## src/rtl/adventure_game_ext_pkg.sv

```systemverilog
// Shared room indices, one-hot room encoding and direction codes
// for the adventure game FSM and its input decoder.
package adventure_pkg;

  localparam int CAVE      = 0;
  localparam int TUNNEL    = 1;
  localparam int RIVER     = 2;
  localparam int STASH     = 3;
  localparam int DEN       = 4;
  localparam int VAULT     = 5;
  localparam int GRAVE     = 6;
  localparam int NUM_ROOMS = 7;

  typedef enum logic [1:0] {
    DIR_N = 2'd0,
    DIR_E = 2'd1,
    DIR_S = 2'd2,
    DIR_W = 2'd3
  } dir_t;

  // One-hot so the state register drives the room LEDs directly
  typedef enum logic [NUM_ROOMS-1:0] {
    ST_CAVE   = 7'b0000001,
    ST_TUNNEL = 7'b0000010,
    ST_RIVER  = 7'b0000100,
    ST_STASH  = 7'b0001000,
    ST_DEN    = 7'b0010000,
    ST_VAULT  = 7'b0100000,
    ST_GRAVE  = 7'b1000000
  } room_t;

endpackage

```

## src/rtl/adventure_game_ext_dir_decoder.sv

```systemverilog
// Turns the four button lines into a single validated direction command;
// ambiguous presses are dropped and, in edge mode, held keys fire once.
module dir_decoder
  import adventure_pkg::*;
#(
  parameter int EDGE_MODE = 0
) (
  input  logic i_clk,
  input  logic i_rst,
  input  logic i_n,
  input  logic i_e,
  input  logic i_s,
  input  logic i_w,
  output logic o_valid,
  output dir_t o_dir
);

  logic [3:0] w_keys;
  logic [3:0] r_prev;
  logic       w_onehot;
  logic       w_fresh;

  assign w_keys = {i_w, i_s, i_e, i_n};

  always_ff @(posedge i_clk or posedge i_rst) begin
    if (i_rst) r_prev <= '0;
    else       r_prev <= w_keys;
  end

  always_comb begin
    o_dir    = DIR_N;
    w_onehot = 1'b0;
    case (w_keys)
      4'b0001: begin o_dir = DIR_N; w_onehot = 1'b1; end
      4'b0010: begin o_dir = DIR_E; w_onehot = 1'b1; end
      4'b0100: begin o_dir = DIR_S; w_onehot = 1'b1; end
      4'b1000: begin o_dir = DIR_W; w_onehot = 1'b1; end
      default: ;
    endcase
  end

  // With a single key high, it is fresh iff it was low last cycle
  assign w_fresh = |(w_keys & ~r_prev);
  assign o_valid = w_onehot && ((EDGE_MODE == 0) || w_fresh);

endmodule

```

## src/rtl/adventure_game_ext.sv

```systemverilog
// Seven-room adventure FSM with lives/respawn, optional move budget,
// saturating move counter and Moore win/die indicators.
module adventure_game_ext
  import adventure_pkg::*;
#(
  parameter int LIVES      = 1,
  parameter int MOVE_LIMIT = 0,
  parameter int MOVE_W     = 8,
  parameter int EDGE_MODE  = 0
) (
  input  logic              clk,
  input  logic              reset,
  input  logic              n,
  input  logic              e,
  input  logic              s,
  input  logic              w,
  output logic [6:0]        room,
  output logic              win,
  output logic              die,
  output logic              sword,
  output logic [3:0]        lives_left,
  output logic [MOVE_W-1:0] moves,
  output logic              lost_life
);

  localparam logic [MOVE_W-1:0] LIMIT      = MOVE_W'(MOVE_LIMIT);
  localparam logic [3:0]        LIVES_INIT = 4'(LIVES);

  room_t             r_room, w_room_next, w_dest;
  logic              r_sword, w_sword_next;
  logic [3:0]        r_lives, w_lives_next;
  logic [MOVE_W-1:0] r_moves, w_moves_next;
  logic              r_lost, w_lost_next;
  logic              w_cmd_valid;
  dir_t              w_cmd_dir;

  dir_decoder #(.EDGE_MODE(EDGE_MODE)) u_dir (
    .i_clk   (clk),
    .i_rst   (reset),
    .i_n     (n),
    .i_e     (e),
    .i_s     (s),
    .i_w     (w),
    .o_valid (w_cmd_valid),
    .o_dir   (w_cmd_dir)
  );

  always_ff @(posedge clk or posedge reset) begin
    if (reset) begin
      r_room  <= ST_CAVE;
      r_sword <= 1'b0;
      r_lives <= LIVES_INIT;
      r_moves <= '0;
      r_lost  <= 1'b0;
    end else begin
      r_room  <= w_room_next;
      r_sword <= w_sword_next;
      r_lives <= w_lives_next;
      r_moves <= w_moves_next;
      r_lost  <= w_lost_next;
    end
  end

  // Map lookup: destination equals the current room when a wall is hit
  always_comb begin
    w_dest = r_room;
    if (w_cmd_valid) begin
      case (r_room)
        ST_CAVE:   if (w_cmd_dir == DIR_E) w_dest = ST_TUNNEL;
        ST_TUNNEL: begin
          if (w_cmd_dir == DIR_S)      w_dest = ST_RIVER;
          else if (w_cmd_dir == DIR_W) w_dest = ST_CAVE;
        end
        ST_RIVER: begin
          if (w_cmd_dir == DIR_N)      w_dest = ST_TUNNEL;
          else if (w_cmd_dir == DIR_W) w_dest = ST_STASH;
          else if (w_cmd_dir == DIR_E) w_dest = ST_DEN;
        end
        ST_STASH:  if (w_cmd_dir == DIR_E) w_dest = ST_RIVER;
        default: ;
      endcase
    end
  end

  always_comb begin
    w_room_next  = r_room;
    w_sword_next = r_sword;
    w_lives_next = r_lives;
    w_moves_next = r_moves;
    w_lost_next  = 1'b0;
    case (r_room)
      ST_CAVE, ST_TUNNEL, ST_RIVER, ST_STASH: begin
        if ((MOVE_LIMIT != 0) && (r_moves == LIMIT)) begin
          w_room_next = ST_GRAVE;
        end else if (w_dest != r_room) begin
          w_room_next = w_dest;
          if (r_moves != '1) w_moves_next = r_moves + MOVE_W'(1);
          if (w_dest == ST_STASH) w_sword_next = 1'b1;
        end
      end
      ST_DEN:   w_room_next = r_sword ? ST_VAULT : ST_GRAVE;
      ST_VAULT: w_room_next = ST_VAULT;
      ST_GRAVE: begin
        // Last life makes the graveyard absorbing
        if (r_lives > 4'd1) begin
          w_room_next  = ST_CAVE;
          w_lives_next = r_lives - 4'd1;
          w_sword_next = 1'b0;
          w_moves_next = '0;
          w_lost_next  = 1'b1;
        end
      end
      default:  w_room_next = ST_CAVE;
    endcase
  end

  assign room       = r_room;
  assign win        = r_room[VAULT];
  assign die        = r_room[GRAVE] && (r_lives == 4'd1);
  assign sword      = r_sword;
  assign lives_left = r_lives;
  assign moves      = r_moves;
  assign lost_life  = r_lost;

endmodule

```

## config.mk

```make
export PLATFORM = sky130hd
export DESIGN_NAME = adventure_game_ext
export DESIGN_NICKNAME = d
export VERILOG_FILES = /design/src/rtl/adventure_game_ext_pkg.sv /design/src/rtl/adventure_game_ext_dir_decoder.sv /design/src/rtl/adventure_game_ext.sv
export SDC_FILE = /design/constraint.sdc
export NUM_CORES = 1
export LEC_CHECK = 0
export CAP_MARGIN = 20
export CORE_ASPECT_RATIO = 0.9
export CORE_MARGIN = 8
export CORE_UTILIZATION = 52
export CTS_CLUSTER_DIAMETER = 50
export DETAILED_ROUTE_END_ITERATION = 10
export PLACE_DENSITY = 0.8
export SYNTH_ARGS = -nofsm -noshare
export SYNTH_HDL_FRONTEND = slang
export SYNTH_SLANG_ARGS = --single-unit
```

## constraint.sdc

```tcl
create_clock -name clk -period 2.77 [get_ports clk]
set_input_delay 0.4155 -clock clk [delete_from_list [all_inputs] [get_ports clk]]
set_output_delay 0.4155 -clock clk [all_outputs]
set_load 0.1 [all_outputs]
```

---- Word-level counts from Yosys, hierarchy flattened ----
Cells that the tools add are included.
storage, ports and cells
  flip-flop bits (word level) ............. 21
  output and inout bits ................... 23
  word-level logic and storage cells ...... 64
operators by class
  $add $sub $neg .......................... 2
  order comparisons ....................... 1
  eq/ne operators ......................... 22
  multiplexer cells ....................... 25
  reductions and logical operators ........ 9
operator list
  cell                 count
  $mux 7               11
  $pmux 7 s4           2
  $mux 8               3
  $pmux 8 s2           1
  $eq 7x4->1 const B   2
  $add 8x1->8 const B  1
  $eq 4x1->1 const B   2
  $ne 2x2->1 const B   4
  $ne 8x8->1 const B   1
  $reduce_and 4->1     2
  $reduce_or 4->1      2
  $eq 7x1->1 const B   1
  $eq 7x2->1 const B   1
  $eq 7x3->1 const B   1
  $eq 7x5->1 const B   1
  $eq 7x6->1 const B   1
  $eq 7x7->1 const B   1
  $ne 7x7->1           1
  $mux 1               6
  $pmux 2 s3           1
  $eq 2x2->1 const B   2
  $eq 4x2->1 const B   1
  $eq 4x3->1 const B   1
  $eq 4x4->1 const B   1
  8 further kinds      9

---- Depth between registers and ports, before layout ----
Gate-level depths: netlist (run 1).
  word-level depth ........................ 12
  mapped depth ............................ 7
  gate-level depth less buffers ........... 6

---- By module ----
A second synthesis (run 1) with hierarchy kept.
unflattened totals
  cell total of the unflattened synthesis .. 163
  area total of the unflattened synthesis .. 1,448.9 um^2
by module, submodules not included
  module              instances  cells an instance  area an instance (um^2)  sequential area each (um^2)
  adventure_game_ext  1          155                1,395.1                  528.0
  dir_decoder         1          8                  53.8                     0.0

---- Least setup slack after synthesis (run 1) ----
OpenSTA, ideal clock, no wires.
  path type ............................... register to register
  start point ............................. register r_room[3] (netlist: room[3])
  end point ............................... register r_moves[0] (netlist: moves[0])
  data arrival time ....................... 2,618 ps
  setup slack ............................. 25 ps
  cell stages (with the launch flop) ...... 7
  buffers on the path ..................... 1
  clock period less this slack ............ 2,745 ps
  path through ............................ dfrtp_1 -> buf_6 -> or4b_4 -> o311ai_1 -> a31oi_4 -> a211oi_4 -> mux2_4
between the ends
  cells in the longest elaborated chain, start to end .. 8
  elaborated cells on any way between the ends .. 22
  those cells by class .................... eq/ne: 9; mux: 10; reduce/logical: 3
ends and longest elaborated chain
  element                     RTL line                  text
  start: declaration          adventure_game_ext.sv:29  room_t r_room, w_room_next, w_dest;
  start signal: assignment    adventure_game_ext.sv:56  r_room <= w_room_next;
  $mux 7                      adventure_game_ext.sv:77  else if (w_cmd_dir == DIR_E) w_dest = ST_DEN;
  $mux 7                      adventure_game_ext.sv:76  else if (w_cmd_dir == DIR_W) w_dest = ST_STASH;
  $mux 7                      adventure_game_ext.sv:75  if (w_cmd_dir == DIR_N) w_dest = ST_TUNNEL;
  $pmux 7 s4                  adventure_game_ext.sv:68  case (r_room)
  $mux 7                      adventure_game_ext.sv:67  if (w_cmd_valid) begin
  $ne 7x7->1                  adventure_game_ext.sv:95  end else if (w_dest != r_room) begin
  $ne 2x2->1 (no line)        -
  $reduce_and 4->1 (no line)  -
  end signal: assignment      adventure_game_ext.sv:59  r_moves <= w_moves_next;
  end: declaration            adventure_game_ext.sv:32  logic [MOVE_W-1:0] r_moves, w_moves_next;
Several ways; a longest one is shown, not always the timed one.
A chain may end at the register's enable or synchronous reset.

---- Worst setup path in the final report (run 1) ----
  start point ............................. register r_room[1] (netlist: room[1])
  end point ............................... register r_moves[0] (netlist: moves[0])
The elaborated chain is that of the path after synthesis.

==> results of run 1 <==
-- cell type report --
cell class                 count  area (um2)
fill                         267         987
inverter                       9        33.8
sequential                    21         528
tap                           40        50.0
clock buffer                   3        22.5
clock inverter                 1        5.00
multi-input combinational    125         906
timing repair buffer          33         260
-- cells in the mapped netlist (2+ instances only) --
cell | count | area (um2)
a211oi_1 | 4 | 30.0
a21oi_1 | 11 | 55.1
a31oi_1 | 3 | 18.8
a41oi_1 | 3 | 26.3
and2_1 | 7 | 43.8
and2b_1 | 2 | 15.0
and3_1 | 5 | 31.3
buf_4 | 4 | 30.0
buf_6 | 3 | 33.8
dfrtp_1 | 19 | 475
dfstp_2 | 2 | 52.6
ha_1 | 3 | 37.5
inv_1 | 9 | 33.8
mux2i_1 | 3 | 30.0
nand2_1 | 12 | 45.0
nand2b_1 | 7 | 43.8
nand3_1 | 3 | 15.0
nand4_1 | 2 | 12.5
nor2_1 | 6 | 22.5
nor2b_1 | 5 | 31.3
nor3_1 | 3 | 15.0
nor3b_1 | 3 | 22.5
nor4_2 | 2 | 25.0
o2111ai_1 | 2 | 17.5
o21a_1 | 3 | 22.5
o21ai_0 | 4 | 20.0
o22ai_1 | 3 | 18.8
o32ai_1 | 2 | 17.5
or2_2 | 2 | 12.5
or4b_1 | 3 | 30.0
or4b_4 | 3 | 41.3
xnor2_1 | 4 | 35.0
-- worst paths after layout --
path,from,endpoint,cells after the start
max in group asynchronous,reset,room[4],2
hold reg to reg,sword,room[6],1
setup reg to reg,room[1],moves[0],5
setup / recovery,room[1],moves[0],5
min in group asynchronous,reset,moves[6],2
hold / removal,sword,room[6],1
-- per-layer routing --
| layer | GRT usage, % | routed length, um | vias up |
|---|---|---|---|
| met1 | 21.8 | 1670 | 645 |
| met5 | 0 | 0 | - |
| met4 | 5.22 | 10 | 0 |
| met2 | 26.6 | 1800 | 65 |
| met3 | 5.92 | 376 | 2 |
| li1 | - | - | 664 |
-- critical path, stage by stage (launching register included) --
cell and delay (ns):
dfrtp_1 0.57, or4b_1 0.66, o311ai_1 0.21, and2_1 0.44, a211oi_4 0.12, mux2_4 0.32
-- power groups by stage --
stage	Clock [mW]	Combinational [mW]	Sequential, mW
floorplan	0	0.432	0.692
global placement	0	0.814	0.435
detailed placement	0	0.838	0.442
CTS	0.163	0.839	0.438
global route	0.178	0.895	0.455
finish	0.161	0.846	0.441
-- through the flow --
| step | cell area (um2) | util, % |
|---|---|---|
| finish | 1810 | 64.7 |
| global route | 1810 | 64.7 |
| CTS | 1810 | 64.7 |
| detailed placement | 1780 | 63.7 |
| global placement | 1780 | 63.7 |
| floorplan | 1540 | - |
-- cells by family (layout without fill, tap and decap cells) --
kind of cell	Yosys count	count (layout)
compound gates	45	45
xor+xnor	5	5
fa+ha+maj	3	3
buf+inv	18	46
flops	21	21
mux	4	4
simple gates	68	68
-- state kept, by name, indices dropped and copies added (netlist names) --
register,cells
room,7
lives_left,4
moves,8
lost_life,1
sword,1
==> out/qor.yml, run 1 <==
timing:
  relSlewSlack_pct: 46.4
  setup_ws_ns: 0.351
  worstMarginPinSlew_ns: 0.804
  maxSlewViolCount: 0
  grt_setup_unrepaired: "no"
  holdWs_ns: 0.504
  min_period_ns: 2.42
  skew_ns: 0.0116
  fmax_mhz: 413
  final.period_utilization_pct: 87.3
  setup-tns-final_ns: 0
  hold_viol: 0
  setup_violations: 0
power:
  swShare_pct: 53.4
  finalPower_mw: 1.45
  p_per_area_nw_per_um2: 802
  intPower_uw: 675
  p_leak_nw: 0.804
  vdd_drop_max_mv: 0.733
  power_frac_seq_pct: 30.4
  p_clk_share_pct: 11.1
  combPwrFrac_pct: 58.4
  power.net_switching_uw: 772
place:
  pre_cts_ws_ns: 0.0625
  gp_congestion: 0.849
  dpl.hpwl_um: 2920
  place_inst: 228
  port_buffers: 28
logic_synthesis:
  avgSynthCellArea_um2: 9.39
  syn_inst: 164
  synth_ff_type: "dfrtp_1"
  synth-warning-count: 0
  ys_seq_elements: 21
  synth_edf_count: 0
  synth_cell_types: 49
  synth_top_family_by_area: "simple AND/OR/NAND/NOR gates"
  synth-async-reset-ratio_pct: 100
  yosys.area_share.xor_xnor_pct: 2.84
  synth-compound-area-share_pct: 22.7
  yosysSeqAreaShare_pct: 34.3
  synth.mux.area_fraction_pct: 2.92
  yosys.area_share.simple_pct: 27.9
  synth_fp_nets: 173
  synth_area_um2: 1540
  synthAdderAreaFrac_pct: 2.44
setup_path:
  path_max_fanout: 14
  r2r_setup_slack_ns: 0.35
  endpoint_kind: "flop"
  startpoint_type: "flop"
  worstPathArrival_ns: 2.64
  crit_type: "reg -> reg"
  required_ns: 2.99
drt:
  viasPerCell: 5.93
  ant_nets: 0
  initialDrtViolationCount: 233
  vias: 1376
  routed_wl_um: 3860
  remaining_drc_errors: 0
  first_pass_iters: 4
  wl_per_cell_um: 16.7
global_route:
  antenna_found_initial: 0
  grt_first_pass_wirelength_um: 6710
  grt_start_max_net_pins: 22
  grt_overflow: 0
  grt_usage_pct: 17.1
  grt_pass1_vias: 1431
run:
  drv_cap: 0
final_layout:
  final_cell_count_no_fill: 232
  fin_nets: 202
  diodes: 0
  layout_common_cells: "28 x buf_4, 19 x dfrtp_1, 12 x nand2_1"
  drive_gt1_share_pct: 24.0
  area_growth_syn_to_layout_pct: 17.2
  final_common_cell: "buf_4"
clocking:
  cts_root_buf: "clkbuf_4"
  cts_tree: "yes"
  postCtsSetupBuffers: 0
  cts_made_buffers: 3
  ctsResizeCount: 0
  cts_sinks: 21
  cts.hold.buffers_added: 0
  cts_buffer_depth: 2
  clock_latency_ns: 0.32
  cts.clk_slew.worst_paths_ns: 0.14
  cts_max_level: 1
die:
  rows: 18
  die_h_um: 67.6
  fp.dieW_um: 73.4
  io_pins: 29
  start_util_pct: 55.2
  dieArea_um2: 4960
  core_area_um2: 2790
worst_hold_path:
  hp-class: "reg -> reg"
status:
  status: "completed"
Power figures use the tool's default switching activity.
==> run 2, diff against run 1 <==
--- a/config.mk
+++ b/config.mk
@@ -11,6 +11,7 @@
 export CORE_UTILIZATION = 52
 export CTS_CLUSTER_DIAMETER = 50
 export DETAILED_ROUTE_END_ITERATION = 10
+export GPL_ROUTABILITY_DRIVEN = 0
 export PLACE_DENSITY = 0.8
 export SYNTH_ARGS = -nofsm -noshare
 export SYNTH_HDL_FRONTEND = slang
==> out/qor.yml, run 2 (synthesized netlist as in run 1, its figures left out) <==
worst_hold_path:
  hp-class: "reg -> reg"  # unchanged
global_route:
  grt_overflow: 0  # unchanged
  grt_pass1_vias: 1330  # was 1,431
  grt_first_pass_wirelength_um: 6400  # was 6710 um
  antenna_found_initial: 0  # unchanged
  grt_usage_pct: 16.2  # was 17.1%
  grt_start_max_net_pins: 22  # unchanged
drt:
  initialDrtViolationCount: 136  # was 233
  vias: 1377  # was 1,376
  first_pass_iters: 4  # unchanged
  ant_nets: 0  # unchanged
  remaining_drc_errors: 0  # unchanged
  routed_wl_um: 3760  # was 3860 um
  wl_per_cell_um: 16.2  # was 16.7 um
  viasPerCell: 5.94  # was 5.93
place:
  dpl_cell_area_um2: 1780  # unchanged
  dpl.hpwl_um: 2850  # was 2920 um
  port_buffers: 28  # unchanged
final_layout:
  register_area_um2: 528  # unchanged
  final_area_um2: 1810  # unchanged
  multiInputGateArea_um2: 906  # unchanged
  num-fill-cells: 263  # was 267
  drive_gt1_share_pct: 24.0  # unchanged
  final_common_cell: "buf_4"  # unchanged
  area_growth_syn_to_layout_pct: 17.2  # unchanged
  layout_common_cells: "28 x buf_4, 19 x dfrtp_1, 12 x nand2_1"  # unchanged
  diodes: 0  # unchanged
  fin_nets: 202  # unchanged
  largest_register_ffs: 8  # unchanged
setup_path:
  crit_type: "reg -> reg"  # unchanged
  required_ns: 2.99  # about the same
  startpoint_type: "flop"  # unchanged
  endpoint_kind: "flop"  # unchanged
  path_max_fanout: 14  # unchanged
  worstPathArrival_ns: 2.66  # was 2.64 ns
die:
  core_area_um2: 2790  # unchanged
  dieArea_um2: 4960  # unchanged
  die_h_um: 67.6  # unchanged
  fp.dieW_um: 73.4  # unchanged
  rows: 18  # unchanged
  start_util_pct: 55.2  # unchanged
  io_pins: 29  # unchanged
status:
  status: "completed"  # unchanged
clocking:
  cts.hold.buffers_added: 0  # unchanged
  ctsResizeCount: 0  # unchanged
  cts_sinks: 21  # unchanged
  cts.clk_slew.worst_paths_ns: 0.13  # was 0.14 ns
  postCtsSetupBuffers: 0  # unchanged
  cts_tree: "yes"  # unchanged
  cts_root_buf: "clkbuf_4"  # unchanged
  cts_made_buffers: 3  # unchanged
  cts_max_level: 1  # unchanged
  cts_buffer_depth: 2  # unchanged
  clock_latency_ns: 0.32  # about the same
timing:
  maxSlewViolCount: 0  # unchanged
  grt_setup_unrepaired: "no"  # unchanged
  relSlewSlack_pct: 46.0  # was 46.4%
  worstMarginPinSlew_ns: 0.810  # was 0.804 ns
  setup_violations: 0  # unchanged
  min_period_ns: 2.43  # was 2.42 ns
  hold_viol: 0  # unchanged
  holdWs_ns: 0.497  # was 0.504 ns
  skew_ns: 0.0103  # was 0.0116 ns
  fmax_mhz: 411  # was 413 MHz
  final.period_utilization_pct: 87.8  # was 87.3%
  setup-tns-final_ns: 0  # unchanged
power:
  vdd_drop_max_mv: 0.750  # was 0.733 mV
  p_leak_nw: 0.804  # unchanged
  p_per_area_nw_per_um2: 795  # was 802 nW/um2
  finalPower_mw: 1.44  # was 1.45 mW
run:
  drv_cap: 0  # unchanged
-- run 2: cell counts in the layout (fill, tap and decap cells not counted) --
Identical to the previous run, type by type.
-- run 2: layout make-up --
type,count,area share (%)
clock buffers,3,1.25
clock inverters,1,0.277
flip-flops and latches,21,29.2
well taps,40,2.77
inverters,9,1.87
multi-input cells,125,50.2
repair buffers,33,14.4
-- run 2: final timing paths --
path                            startpoint        to  slack (ns)  depth (start not counted)
worst max register to register     room[1]  moves[0]        0.34                          5
worst min-delay path                 sword   room[6]        0.50                          1
min in group asynchronous            reset     sword        0.53                          2
worst max-delay path               room[1]  moves[0]        0.34                          5
max in group asynchronous            reset   room[4]        1.73                          2
worst min register to register       sword   room[6]        0.50                          1
-- run 2: power by group --
| part | total (mW) | leakage (nW) | switching, mW | internal (mW) |
|---|---|---|---|---|
| registers | 0.438 | 0.264 | 0.0851 | 0.353 |
| logic | 0.839 | 0.523 | 0.571 | 0.268 |
| clock network | 0.158 | 0.0177 | 0.104 | 0.0541 |
-- run 2: per-stage QoR --
stage,setup slack (ns),utilization (%),instances
after CTS,0.356,64.7,232
after global routing,0.217,64.7,232
after floorplan,0.0251,-,164
after detailed placement,0.0783,63.7,228
after global placement,0.178,63.7,228
final,0.337,64.7,232
-- run 2: layer usage --
layer  part of all wire (%)  global-route usage (%)
met5                      0                       0
met4                   0.45                    4.48
met3                    8.6                    4.44
met2                     46                    25.9
met1                     45                    21.2
-- run 2: critical path: stages, from the launching register on --
cell and delay, ns:
dfrtp_1 0.55, or4b_1 0.66, o311ai_1 0.22, and2_1 0.45, a211oi_4 0.12, mux2_4 0.32
